<file path="src/rtl/multdiv_seq.sv">
// ============================================================================
// Module   : multdiv_seq
// Brief    : Iterative signed multiply / divide sequencer for the execute
//            stage. Booth shift-add loop for MULT, non-restoring
//            shift-subtract loop on magnitudes for DIV.
// Options  : define MULTDIV_RADIX4_EN to run MULT as radix-4 Booth
//            (16 iterations, 34-bit accumulator) instead of radix-2.
// Revision : 1.0 - initial release
// ============================================================================
`default_nettype none

module multdiv_seq #(
    parameter int WIDTH = 32,
    parameter int CNT_W = 6
) (
    input  logic             clock,
    input  logic             reset,
    input  logic [WIDTH-1:0] data_operandA,
    input  logic [WIDTH-1:0] data_operandB,
    input  logic             ctrl_MULT,
    input  logic             ctrl_DIV,
    output logic [WIDTH-1:0] data_result,
    output logic             data_exception,
    output logic             data_resultRDY,
    output logic             busy
);

`ifdef MULTDIV_RADIX4_EN
    // Two guard bits so that +/-2M never overflows the running partial product.
    localparam int c_acc_w    = WIDTH + 2;
    localparam int c_mul_iter = WIDTH / 2;
`else
    // One guard bit absorbs the -M step when M is the most negative value.
    localparam int c_acc_w    = WIDTH + 1;
    localparam int c_mul_iter = WIDTH;
`endif
    localparam int c_div_iter = WIDTH;

    typedef enum logic [1:0] {
        S_IDLE = 2'd0,
        S_MUL  = 2'd1,
        S_DIV  = 2'd2,
        S_DONE = 2'd3
    } state_t;

    state_t             r_state;
    logic [CNT_W-1:0]   r_cnt;
    logic [c_acc_w-1:0] r_acc;     // Booth high half, or DIV partial remainder
    logic [WIDTH-1:0]   r_q;       // Booth multiplier/low half, or DIV quotient
    logic               r_qm1;
    logic [WIDTH-1:0]   r_a;
    logic [WIDTH-1:0]   r_b;
    logic [WIDTH-1:0]   r_result;
    logic               r_exc;
    logic               r_rdy;
    logic               r_busy;

    logic               w_start;
    logic [WIDTH-1:0]   w_abs_a;
    logic [c_acc_w-1:0] w_mext;
    logic [c_acc_w-1:0] w_booth_sum;
    logic [c_acc_w-1:0] w_mul_acc_nxt;
    logic [WIDTH-1:0]   w_mul_q_nxt;
    logic               w_mul_qm1_nxt;
    logic [2*WIDTH-1:0] w_prod;
    logic               w_mul_ovf;
    logic [WIDTH-1:0]   w_dvsr;
    logic [WIDTH:0]     w_rem_sh;
    logic [WIDTH:0]     w_div_nxt;
    logic [WIDTH-1:0]   w_div_q_nxt;
    logic [WIDTH-1:0]   w_quo;
    logic               w_div_ovf;
    logic               w_div_zero;

    assign w_start = ctrl_MULT | ctrl_DIV;
    assign w_abs_a = data_operandA[WIDTH-1] ? (-data_operandA) : data_operandA;
    assign w_mext  = {{(c_acc_w-WIDTH){r_b[WIDTH-1]}}, r_b};

`ifdef MULTDIV_RADIX4_EN
    logic [c_acc_w-1:0] w_m2ext;
    assign w_m2ext = {w_mext[c_acc_w-2:0], 1'b0};

    // Radix-4 Booth recode of {q[1:0], q_-1} into 0 / +-M / +-2M
    always_comb begin
        w_booth_sum = r_acc;
        case ({r_q[1:0], r_qm1})
            3'b001, 3'b010: w_booth_sum = r_acc + w_mext;
            3'b011:         w_booth_sum = r_acc + w_m2ext;
            3'b100:         w_booth_sum = r_acc - w_m2ext;
            3'b101, 3'b110: w_booth_sum = r_acc - w_mext;
            default:        w_booth_sum = r_acc;
        endcase
    end

    assign w_mul_acc_nxt = {{2{w_booth_sum[c_acc_w-1]}}, w_booth_sum[c_acc_w-1:2]};
    assign w_mul_q_nxt   = {w_booth_sum[1:0], r_q[WIDTH-1:2]};
    assign w_mul_qm1_nxt = r_q[1];
`else
    // Radix-2 Booth step selected by {q[0], q_-1}
    always_comb begin
        w_booth_sum = r_acc;
        case ({r_q[0], r_qm1})
            2'b01:   w_booth_sum = r_acc + w_mext;
            2'b10:   w_booth_sum = r_acc - w_mext;
            default: w_booth_sum = r_acc;
        endcase
    end

    assign w_mul_acc_nxt = {w_booth_sum[c_acc_w-1], w_booth_sum[c_acc_w-1:1]};
    assign w_mul_q_nxt   = {w_booth_sum[0], r_q[WIDTH-1:1]};
    assign w_mul_qm1_nxt = r_q[0];
`endif

    // After the last shift the low 64 bits of {acc, q} hold the full product.
    assign w_prod    = {r_acc[WIDTH-1:0], r_q};
    assign w_mul_ovf = (w_prod[2*WIDTH-1:WIDTH] != {WIDTH{w_prod[WIDTH-1]}});

    // Non-restoring step: the remainder stays within [-|B|, |B|), so bit WIDTH
    // is its sign and the shifted value still fits in WIDTH+1 bits.
    assign w_dvsr      = r_b[WIDTH-1] ? (-r_b) : r_b;
    assign w_rem_sh    = {r_acc[WIDTH-1:0], r_q[WIDTH-1]};
    assign w_div_nxt   = r_acc[WIDTH] ? (w_rem_sh + {1'b0, w_dvsr})
                                      : (w_rem_sh - {1'b0, w_dvsr});
    assign w_div_q_nxt = {r_q[WIDTH-2:0], ~w_div_nxt[WIDTH]};

    assign w_quo      = (r_a[WIDTH-1] ^ r_b[WIDTH-1]) ? (-r_q) : r_q;
    assign w_div_zero = (r_b == '0);
    assign w_div_ovf  = (r_a == {1'b1, {(WIDTH-1){1'b0}}}) && (r_b == '1);

    // Sequencer: start/restart, iteration, result capture on entry to DONE
    always_ff @(posedge clock or posedge reset) begin
        if (reset) begin
            r_state  <= S_IDLE;
            r_cnt    <= '0;
            r_acc    <= '0;
            r_q      <= '0;
            r_qm1    <= 1'b0;
            r_a      <= '0;
            r_b      <= '0;
            r_result <= '0;
            r_exc    <= 1'b0;
            r_rdy    <= 1'b0;
            r_busy   <= 1'b0;
        end else if (w_start) begin
            // MULT wins when both start pulses arrive together.
            r_state <= ctrl_MULT ? S_MUL : S_DIV;
            r_cnt   <= '0;
            r_acc   <= '0;
            r_q     <= ctrl_MULT ? data_operandA : w_abs_a;
            r_qm1   <= 1'b0;
            r_a     <= data_operandA;
            r_b     <= data_operandB;
            r_rdy   <= 1'b0;
            r_busy  <= 1'b1;
        end else begin
            case (r_state)
                S_MUL: begin
                    if (r_cnt == CNT_W'(c_mul_iter)) begin
                        r_result <= w_prod[WIDTH-1:0];
                        r_exc    <= w_mul_ovf;
                        r_rdy    <= 1'b1;
                        r_state  <= S_DONE;
                    end else begin
                        r_acc <= w_mul_acc_nxt;
                        r_q   <= w_mul_q_nxt;
                        r_qm1 <= w_mul_qm1_nxt;
                        r_cnt <= r_cnt + 1'b1;
                    end
                end
                S_DIV: begin
                    if (r_cnt == CNT_W'(c_div_iter)) begin
                        r_result <= w_div_zero ? '0 : w_quo;
                        r_exc    <= w_div_zero | w_div_ovf;
                        r_rdy    <= 1'b1;
                        r_state  <= S_DONE;
                    end else begin
                        r_acc <= c_acc_w'($signed(w_div_nxt));
                        r_q   <= w_div_q_nxt;
                        r_cnt <= r_cnt + 1'b1;
                    end
                end
                S_DONE: begin
                    r_rdy   <= 1'b0;
                    r_busy  <= 1'b0;
                    r_state <= S_IDLE;
                end
                default: begin
                    r_rdy   <= 1'b0;
                    r_busy  <= 1'b0;
                    r_state <= S_IDLE;
                end
            endcase
        end
    end

    assign data_result    = r_result;
    assign data_exception = r_exc;
    assign data_resultRDY = r_rdy;
    assign busy           = r_busy;

endmodule

`default_nettype wire

</file>
<file path="config.mk">
export PLATFORM = sky130hd
export DESIGN_NAME = multdiv_seq
export DESIGN_NICKNAME = d
export VERILOG_FILES = /design/src/rtl/multdiv_seq.sv
export SDC_FILE = /design/constraint.sdc
export NUM_CORES = 1
export LEC_CHECK = 0
export CAP_MARGIN = 20
export CORE_MARGIN = 5
export CORE_UTILIZATION = 61
export CTS_CLUSTER_SIZE = 12
export DETAILED_ROUTE_END_ITERATION = 8
export GPL_TIMING_DRIVEN = 0
export PLACE_DENSITY = 0.8
export RECOVER_POWER = 50
export SLEW_MARGIN = 15
export SYNTH_ARGS = -nofsm -noshare
export SYNTH_HDL_FRONTEND = slang
export SYNTH_SLANG_ARGS = --single-unit
</file>
<file path="constraint.sdc">
create_clock -name clock -period 8.3 [get_ports clock]
set_clock_uncertainty 0.05 [all_clocks]
set_input_delay 1.66 -clock clock [delete_from_list [all_inputs] [get_ports clock]]
set_output_delay 1.66 -clock clock [all_outputs]
set_load 0.03 [all_outputs]
</file>
==> reports/metrics.cfg <==
[status]
status=finished, violations left
failed_checks=max-capacitance violations, max-slew violations

[global_route]
grt_pass1_wl_um=79000
grt-ovfl-total=0
grt_max_degree=98
grt_pass1_vias=14295
grt.total_usage_pct=35.3
antenna_found_initial=0

[floorplan]
die_h_um=167
row_count=57
start_util_pct=61.9
die_area_sq_um=27900
ios=103
core_sq_um=24200
die_w_um=167

[route]
wl_per_cell_um=21.0
first_pass_iters=8
via_count=15310
via_per_inst=6.39
routed_wl_um=50400
ant_nets=0
drc=0
first_iter_violations=1889

[cells_and_area]
fin_cells=2396
mostFrequentLayoutCell=nand2_1
fillers=2022
diodes=0
mostFrequentLayoutCells=nand2_1 (355), dfrtp_1 (173), nor2_1 (157)
multi_input_comb_area_sq_um=10000
drive_gt1_share_pct=5.02
nets=2206
seq_area_sq_um=4330
area_growth_pct=13.6

[power_and_ir_drop]
p_total_mw=3.37
pwr_density_cell_nw_per_um2=198
clkPwrFrac_pct=24.7
pwr-share-seq_pct=32.0
intPower_mw=1.93
comb_power_share_pct=43.3
switching_share_pct=42.8
power_leakage_nw=7.31
ir_drop_mv=0.145
power_switching_mw=1.44

[worst_setup_path]
r2r-end=r_acc[30]
crit_required_ns=8.56
startpoint=r_b[31]
path_class=reg -> reg
r2r_slack_ns=1.20
cp-end-kind=flip-flop
worst-r2r-cell-count=21
arrival_ns=7.36
worstSetupEndpoint=r_acc[30]
crit_fanout=10
setup.worst_path.start_class=flip-flop
r2r-start=r_b[31]

[timing]
min_period_ns=7.10
worstMarginPinSlew_ns=3.34
fin_hold_ws_ns=0.415
hold_violations=0
layout_worst_path_cycle_share_pct=85.5
slew_headroom_pct=-124
setup_viol=0
drv_slew=176
fmax_mhz=141
rsz0062_at_grt=false

[clock_network]
path_clk_slew_ns=0.08
cts_root_buffer=clkbuf_16
cts_resized=0
cts_tree=yes
clkLatencyLatePin_ns=0.45
clock-sinks=173
post-cts-setup-buffers=0
cts_hold_buffers=0
cts_buffers=17
cts_buffer_depth=2
htree_num_levels=4

[yosys]
syn_nets=2082
ys_types=85
syn_area_per_cell_sq_um=7.76
synth-edff-count=0
ys_ff_latch=173
syn-cell-area_sq_um=15000
syn_inst=1935
ys_seq_area_share_pct=28.8
ys.flop_type=dfrtp_1
ys_async_sr_fraction_pct=100
yosysWarnings=0

[min_path]
hp-class=reg -> reg

[placement]
hpwlAfterDp_um=39200
io_buffers=102
place.gp.congestion=1.01
dp.cells=2364

[job]
maxCapViolations=2

==> Yosys cell counts, types with 22 or more instances <==
master / n / area, sq um
a21o_1: 35 / 263
a21oi_1: 142 / 711
a31oi_1: 23 / 144
clkbuf_1: 92 / 345
dfrtp_1: 173 / 4330
ha_1: 77 / 963
inv_1: 38 / 143
mux2i_1: 32 / 320
nand2_1: 355 / 1330
nand2b_1: 22 / 138
nand3_1: 27 / 135
nand4_1: 23 / 144
nor2_1: 157 / 589
nor3_1: 46 / 230
nor4_1: 27 / 169
o21ai_0: 152 / 761
xnor2_1: 129 / 1130
xor2_1: 75 / 657
==> worst min path at each step <==
stage / startpoint / cells after the start / to / slack (ns)
after global placement: r_a[21] / 2 / r_a[21] / 0.39
after global routing: data_result[15] / 2 / data_result[15] / 0.45
after detailed placement: r_a[23] / 2 / r_a[23] / 0.40
after CTS: r_a[28] / 2 / r_a[28] / 0.42
after floorplan: r_a[17] / 2 / r_a[17] / 0.38
final: r_a[23] / 2 / r_a[23] / 0.42
==> metal layers <==
layer / vias up / global-route usage, % / share of wire (%)
met4: 0 / 11.9 / 3.4
met5: - / 0 / 0
met3: 117 / 7.85 / 11
met2: 917 / 52.1 / 42
met1: 7161 / 51.5 / 43
li1: 7115 / - / -
==> critical path, cell delays in order, from the launching register on <==
cell and delay (ns):
dfrtp_1 0.38, clkbuf_1 0.39, clkbuf_1 0.43, clkbuf_1 0.44, buf_2 0.36, buf_1 0.60, clkbuf_1 0.50, nand2_1 0.13
xor2_1 0.24, a21oi_1 0.12, xnor2_1 0.32, ha_1 0.33, o21a_1 0.12, o31a_1 0.14, o21ai_0 0.67, a21oi_1 0.30
a21oi_1 0.43, nor2b_1 0.11, a221oi_1 0.33, xnor2_1 0.13, a222oi_1 0.32, nand3_1 0.12
==> area by class of cell <==
type,count,share of cell area (%)
clock inverter,14,0.953
sequential,173,25.4
tap,324,2.38
timing repair buffer,105,6.09
buffer,122,3.08
multi-input combinational,1601,58.8
inverter,39,0.865
clock buffer,18,2.51
==> sequential cells by signal, indices dropped and copies added, names as in the netlist <==
name and count:
r_acc 33, data_result 32, r_a 32, r_b 32, r_q 32, r_cnt 6
r_state 2, busy 1, data_exception 1, data_resultRDY 1, r_qm1 1
==> cells by family after synthesis <==
family,synth area share [%]
buf+inv,4.47
flops,28.8
compound gates,21.6
simple gates,23.1
mux,3.33
fa+ha+maj,6.68
xor+xnor,11.9
==> stage by stage <==
stage                     utilization [%]  worst slack [ns]  instance area [sq um]  TNS, ns
after floorplan                         -              1.90                  15000        0
after global placement               67.8            -0.318                  16400   -49.12
after detailed placement             68.1              1.50                  16500        0
after CTS                            70.5              1.45                  17100        0
after global routing                 70.4             0.795                  17100        0
final                                70.4              1.20                  17100        0
==> power groups by stage <==
| stage | logic (mW) | clock network [mW] | registers, mW |
|---|---|---|---|
| final | 1.46 | 0.832 | 1.08 |
| after global routing | 1.57 | 0.872 | 1.09 |
| after CTS | 1.44 | 0.831 | 1.07 |
| after detailed placement | 1.43 | 0 | 1.09 |
| after global placement | 1.41 | 0 | 1.09 |
| after floorplan | 0.849 | 0 | 1.19 |
(Power assumes the default switching activity.)
